$ cat config.mk
export PLATFORM = sky130hd
export DESIGN_NAME = gpio_log_reader
export DESIGN_NICKNAME = d
export VERILOG_FILES = /design/src/rtl/gpio_log_reader.sv
export SDC_FILE = /design/constraint.sdc
export NUM_CORES = 1
export LEC_CHECK = 0
export ABC_AREA = 1
export BUFFER_PORTS_ARGS = -buffer_cell sky130_fd_sc_hd__buf_2
export CORE_MARGIN = 8
export CORE_UTILIZATION = 35
export CTS_CLUSTER_SIZE = 8
export DETAILED_ROUTE_END_ITERATION = 12
export SKIP_LAST_GASP = 1
export SYNTH_ARGS = -nofsm -noshare
export SYNTH_HDL_FRONTEND = slang
export SYNTH_SLANG_ARGS = --single-unit
$ cat constraint.sdc
create_clock -name clk -period 1.95 [get_ports clk]
set_input_delay 0.195 -clock clk [delete_from_list [all_inputs] [get_ports clk]]
set_output_delay 0.195 -clock clk [all_outputs]
set_load 0.005 [all_outputs]
$ cat src/rtl/gpio_log_reader.sv
// Drains the BRAM capture log through the GPIO register-file bus: arms a capture,
// polls for mem-full, then reads every log word back onto a valid/ready stream.
module gpio_log_reader #(
  parameter int          NB_GPIOS     = 32,
  parameter int          NB_ADDR      = 15,
  parameter int          SETUP_CYC    = 2,
  parameter int          STROBE_CYC   = 2,
  parameter int          WAIT_CYC     = 4,
  parameter int          POLL_MAX     = 1024,
  parameter logic [7:0]  CMD_RUN_LOG  = 8'h05,
  parameter logic [7:0]  CMD_MEM_STAT = 8'h06,
  parameter logic [7:0]  CMD_READ_LOG = 8'h07
) (
  input  logic                clk,
  input  logic                i_rstn,
  input  logic                i_start,
  input  logic [NB_ADDR:0]    i_num_words,
  output logic [NB_GPIOS-1:0] o_gpio,
  input  logic [NB_GPIOS-1:0] i_gpio,
  output logic [NB_GPIOS-1:0] o_data,
  output logic                o_valid,
  input  logic                i_ready,
  output logic                o_busy,
  output logic                o_done,
  output logic                o_timeout
);

  localparam int DW    = NB_GPIOS - 9;
  localparam int MAXC0 = (SETUP_CYC > STROBE_CYC) ? SETUP_CYC : STROBE_CYC;
  localparam int MAXC  = (MAXC0 > WAIT_CYC) ? MAXC0 : WAIT_CYC;
  localparam int CW    = $clog2(MAXC + 1);
  localparam int PW    = $clog2(POLL_MAX + 1);

  typedef enum logic [2:0] {S_IDLE, S_ARM, S_POLL, S_READ, S_OUT} state_t;
  typedef enum logic [1:0] {PH_GAP, PH_SETUP, PH_STROBE, PH_WAIT} phase_t;

  state_t                state_reg, state_next;
  phase_t                phase_reg, phase_next;
  logic [CW-1:0]         cyc_reg, cyc_next;
  logic [NB_ADDR:0]      addr_reg, addr_next;
  logic [NB_ADDR:0]      num_reg, num_next;
  logic [PW-1:0]         poll_reg, poll_next;
  logic [NB_GPIOS-1:0]   data_reg, data_next;
  logic                  valid_reg, valid_next;
  logic                  done_reg, done_next;
  logic                  timeout_reg, timeout_next;

  logic                  in_txn;
  logic                  txn_last;
  logic [7:0]            cmd_sel;
  logic [DW-1:0]         data_sel;

  always_ff @(posedge clk or negedge i_rstn) begin
    if (!i_rstn) begin
      state_reg   <= S_IDLE;
      phase_reg   <= PH_GAP;
      cyc_reg     <= '0;
      addr_reg    <= '0;
      num_reg     <= '0;
      poll_reg    <= '0;
      data_reg    <= '0;
      valid_reg   <= 1'b0;
      done_reg    <= 1'b0;
      timeout_reg <= 1'b0;
    end else begin
      state_reg   <= state_next;
      phase_reg   <= phase_next;
      cyc_reg     <= cyc_next;
      addr_reg    <= addr_next;
      num_reg     <= num_next;
      poll_reg    <= poll_next;
      data_reg    <= data_next;
      valid_reg   <= valid_next;
      done_reg    <= done_next;
      timeout_reg <= timeout_next;
    end
  end

  assign in_txn   = (state_reg == S_ARM) || (state_reg == S_POLL) || (state_reg == S_READ);
  assign txn_last = in_txn && (phase_reg == PH_WAIT) && (cyc_reg == CW'(WAIT_CYC - 1));

  always_comb begin
    state_next   = state_reg;
    phase_next   = phase_reg;
    cyc_next     = cyc_reg;
    addr_next    = addr_reg;
    num_next     = num_reg;
    poll_next    = poll_reg;
    data_next    = data_reg;
    valid_next   = valid_reg;
    done_next    = 1'b0;
    timeout_next = timeout_reg;

    // Each transaction opens with one idle cycle so the strobe never spans two commands.
    if (in_txn) begin
      case (phase_reg)
        PH_GAP: begin
          phase_next = PH_SETUP;
          cyc_next   = '0;
        end
        PH_SETUP: begin
          if (cyc_reg == CW'(SETUP_CYC - 1)) begin
            phase_next = PH_STROBE;
            cyc_next   = '0;
          end else begin
            cyc_next = cyc_reg + CW'(1);
          end
        end
        PH_STROBE: begin
          if (cyc_reg == CW'(STROBE_CYC - 1)) begin
            phase_next = PH_WAIT;
            cyc_next   = '0;
          end else begin
            cyc_next = cyc_reg + CW'(1);
          end
        end
        default: begin
          if (txn_last) begin
            phase_next = PH_GAP;
            cyc_next   = '0;
          end else begin
            cyc_next = cyc_reg + CW'(1);
          end
        end
      endcase
    end

    case (state_reg)
      S_IDLE: begin
        if (i_start) begin
          timeout_next = 1'b0;
          if (i_num_words == '0) begin
            done_next = 1'b1;
          end else begin
            state_next = S_ARM;
            num_next   = i_num_words;
            poll_next  = '0;
            phase_next = PH_GAP;
            cyc_next   = '0;
          end
        end
      end
      S_ARM: begin
        if (txn_last) state_next = S_POLL;
      end
      S_POLL: begin
        if (txn_last) begin
          poll_next = poll_reg + PW'(1);
          if (i_gpio[0]) begin
            addr_next  = '0;
            state_next = S_READ;
          end else if (poll_reg + PW'(1) == PW'(POLL_MAX)) begin
            timeout_next = 1'b1;
            done_next    = 1'b1;
            state_next   = S_IDLE;
          end
        end
      end
      S_READ: begin
        if (txn_last) begin
          data_next  = i_gpio;
          valid_next = 1'b1;
          state_next = S_OUT;
        end
      end
      S_OUT: begin
        if (i_ready) begin
          valid_next = 1'b0;
          addr_next  = addr_reg + 1'b1;
          if (addr_reg + 1'b1 == num_reg) begin
            done_next  = 1'b1;
            state_next = S_IDLE;
          end else begin
            state_next = S_READ;
          end
        end
      end
      default: state_next = S_IDLE;
    endcase
  end

  always_comb begin
    cmd_sel  = 8'h00;
    data_sel = '0;
    case (state_reg)
      S_ARM: begin
        cmd_sel  = CMD_RUN_LOG;
        data_sel = DW'(1);
      end
      S_POLL: cmd_sel = CMD_MEM_STAT;
      S_READ: begin
        cmd_sel  = CMD_READ_LOG;
        data_sel = DW'(addr_reg[NB_ADDR-1:0]);
      end
      default: begin
        cmd_sel  = 8'h00;
        data_sel = '0;
      end
    endcase
  end

  // Decoded straight from registers so the async reset clears the strobe at once.
  assign o_gpio    = (in_txn && phase_reg != PH_GAP)
                     ? {cmd_sel, (phase_reg == PH_STROBE), data_sel}
                     : '0;
  assign o_data    = data_reg;
  assign o_valid   = valid_reg;
  assign o_busy    = (state_reg != S_IDLE);
  assign o_done    = done_reg;
  assign o_timeout = timeout_reg;

endmodule
==> out/qor.csv <==
metric;value;unit
num-nets-final;810;
yosysMostFrequentCell;nand2_1;
fin_util;46.6;%
grt_max_degree;46;
placed_cells;898;
dpl-instance-area;5770;um^2
synthArstFlopShare;100;%
numPortBuffers;106;
core;13800;um^2
period_share;98.3;%
crit_type;reg2reg;
syn_area;4940;um^2
antenna_left;0;
cts_root_buf;clkbuf_16;
drtIter0Drc;204;
finalSetupViolCount;0;
p_per_area;1090;nW/um^2
insertion_delay;340;ps
ys.flop_type;dfrtp_1;
worst_slew_pin_slew;638;ps
n_fill_cell;1350;
fin_cells;933;
report.final.slew_viol_count;0;
peakVddDrop;0.592;mV
num_vias;4537;
startpoint;addr_reg[1];
start_util;35.7;%
cts_tree;done;
finalClockSkew;6.29;ps
viasPerCell;4.86;
max_cap_violations;0;
worstSetupStartpointType;flip-flop;
worstPathArrival;2150;ps
path_max_fanout;5;
dieArea;18200;um^2
rsz0062_at_grt;true;
synth_top_area_share;43.6;%
globalplace.congestion;0.900;
grt_util_all_layers;15.4;%
grt_pass1_vias;4644;
grt_pass1_wl;22300;um
endpoint_kind;flip-flop;
hold_path_startpoint;i_gpio[5];
grt_antenna_before_repair;0;
relSlewSlack;57.5;%
ctsHtreeMaxLevel;3;
largest_reg_flops;32;
hpwl;10600;um
hold_viol;0;
area_growth;30.6;%
clockBufferDepth;2;
yosys-top-cells-count;135 x nand2_1, 93 x inv_1, 86 x dfrtp_1;
synth_seq_cells;86;
grt_overflow;0;
io_pins;120;
firstDrtPassIters;5;
syn_area_per_cell;8.17;um^2
synth_edf_count;0;
synth_area_leaders;dfrtp_1 44%, nand2_1 10%, inv_1 7.1%, mux2_2 7.1%, nand3_1 4.8%;
wirelength;14300;um
die_w;135;um
p_leak;3.20;nW
numCtsBuffers;9;
critPathRequiredTime;2180;ps
die_h;135;um
row_count;43;
holdWs;77.2;ps
fin_crit;1920;ps
ys_seq_area_share;43.6;%
total_power;7.03;mW
post-route-drc-count;0;
run_status;finished, final reports clean;
ys_types;36;
ys_warn_count;0;
fmax;521;MHz
synth_largest_area_cell;dfrtp_1;
min_path_type;in2reg;
drive_above_1_share;35.5;%
clkTransAtPathRegs;70;ps
reg2reg_from;addr_reg[1];
clkSinkCount;86;
finalInstanceArea;6450;um^2
diodes;0;
syn_inst;604;
wl_per_cell;15.3;um
critical path, cell delays in order (launching register included):
cell and delay, ps:
dfrtp_1 420, buf_6 150, nand2_4 90, nor2_8 190, nand3_1 140, nand3_2 110
nand2_1 60, nor2_1 110, nand2_1 70, nor2_1 100, nand3_1 110, nand2_2 90
nand3_1 80, nand2_1 70, nand2_1 40
cells by family (layout without fill, tap and decap cells):
kind of cell,count (synthesis),after routing,share of synthesized area [%]
AO/OA/AOI/OAI,61,61,6.79
adder cells (fa/ha/maj),10,10,2.53
multiplexers,31,31,7.07
buffers and inverters,118,254,10.2
XOR/XNOR,10,10,2.08
flip-flops,86,86,43.6
other,1,13,0.0760
AND/OR/NAND/NOR,287,288,27.6
report_power, final:
group / switching, mW / internal [mW] / leakage (nW) / total, mW
Combinational: 1.74 / 1.05 / 1.97 / 2.79
Clock: 0.742 / 1.03 / 0.149 / 1.78
Sequential: 0.331 / 2.13 / 1.08 / 2.46
cell usage in the layout, fill, tap and decap left out, drive strengths merged, types with 2 or more instances in the layout:
master,n
a21oi,6
clkinv,3
nand3,50
o22ai,16
inv,96
nand3b,3
clkbuf,10
nor3,22
conb,13
nor2,48
nand4,15
clkinvlp,2
mux2,31
nand2,146
ha,10
or2,2
o21ai,37
xor2,9
buf,141
dfrtp,86
cell type report:
class / count / area, um^2 / share of cell area (%)
Clock inverter: 6 / 68.8 / 1.07
Sequential cell: 86 / 2160 / 33.4
Timing Repair inverter: 1 / 7.51 / 0.116
Tap cell: 180 / 225 / 3.49
Timing Repair Buffer: 142 / 863 / 13.4
Inverter: 95 / 359 / 5.57
Multi-Input combinational cell: 413 / 2530 / 39.2
Clock buffer: 10 / 239 / 3.71
final timing paths:
check	end	slack, ps	cells past startpoint
max in group asynchronous	state_reg[0]	910	3
worst max-delay path	state_reg[0]	30	14
min in group asynchronous	addr_reg[6]	420	2
worst min-delay path	o_data[5]	80	2
worst min register to register	o_valid	480	2
worst max register to register	state_reg[0]	30	14
metrics by stage:
step / setup slack (ps) / TNS, ps
finish: 32.3 / 0
global route: -97.7 / -292
CTS: 12.5 / 0
detailed placement: 54.1 / 0
global placement: 99.6 / 0
floorplan: 182 / 0
routing by layer:
| metal | up-vias | routed length (um) | GRT usage (%) |
|---|---|---|---|
| li1 | 2218 | - | - |
| met1 | 2153 | 5740 | 17.0 |
| met2 | 149 | 6960 | 25.9 |
| met3 | 17 | 1360 | 6.91 |
| met4 | 0 | 199 | 4.99 |
| met5 | - | 0 | 0 |
repair_timing:
| item | CTS | global route |
|---|---|---|
| pin swaps | 1 | 29 |
| resized for setup | 7 | 52 |
| cloned | 0 | 2 |
| setup endpoints to repair | 16 | 45 |
| buffers inserted | 3 | 13 |
| hold endpoints to repair | 43 | 0 |
| hold buffers | 1 | 0 |
Power figures use the tool's default switching activity.
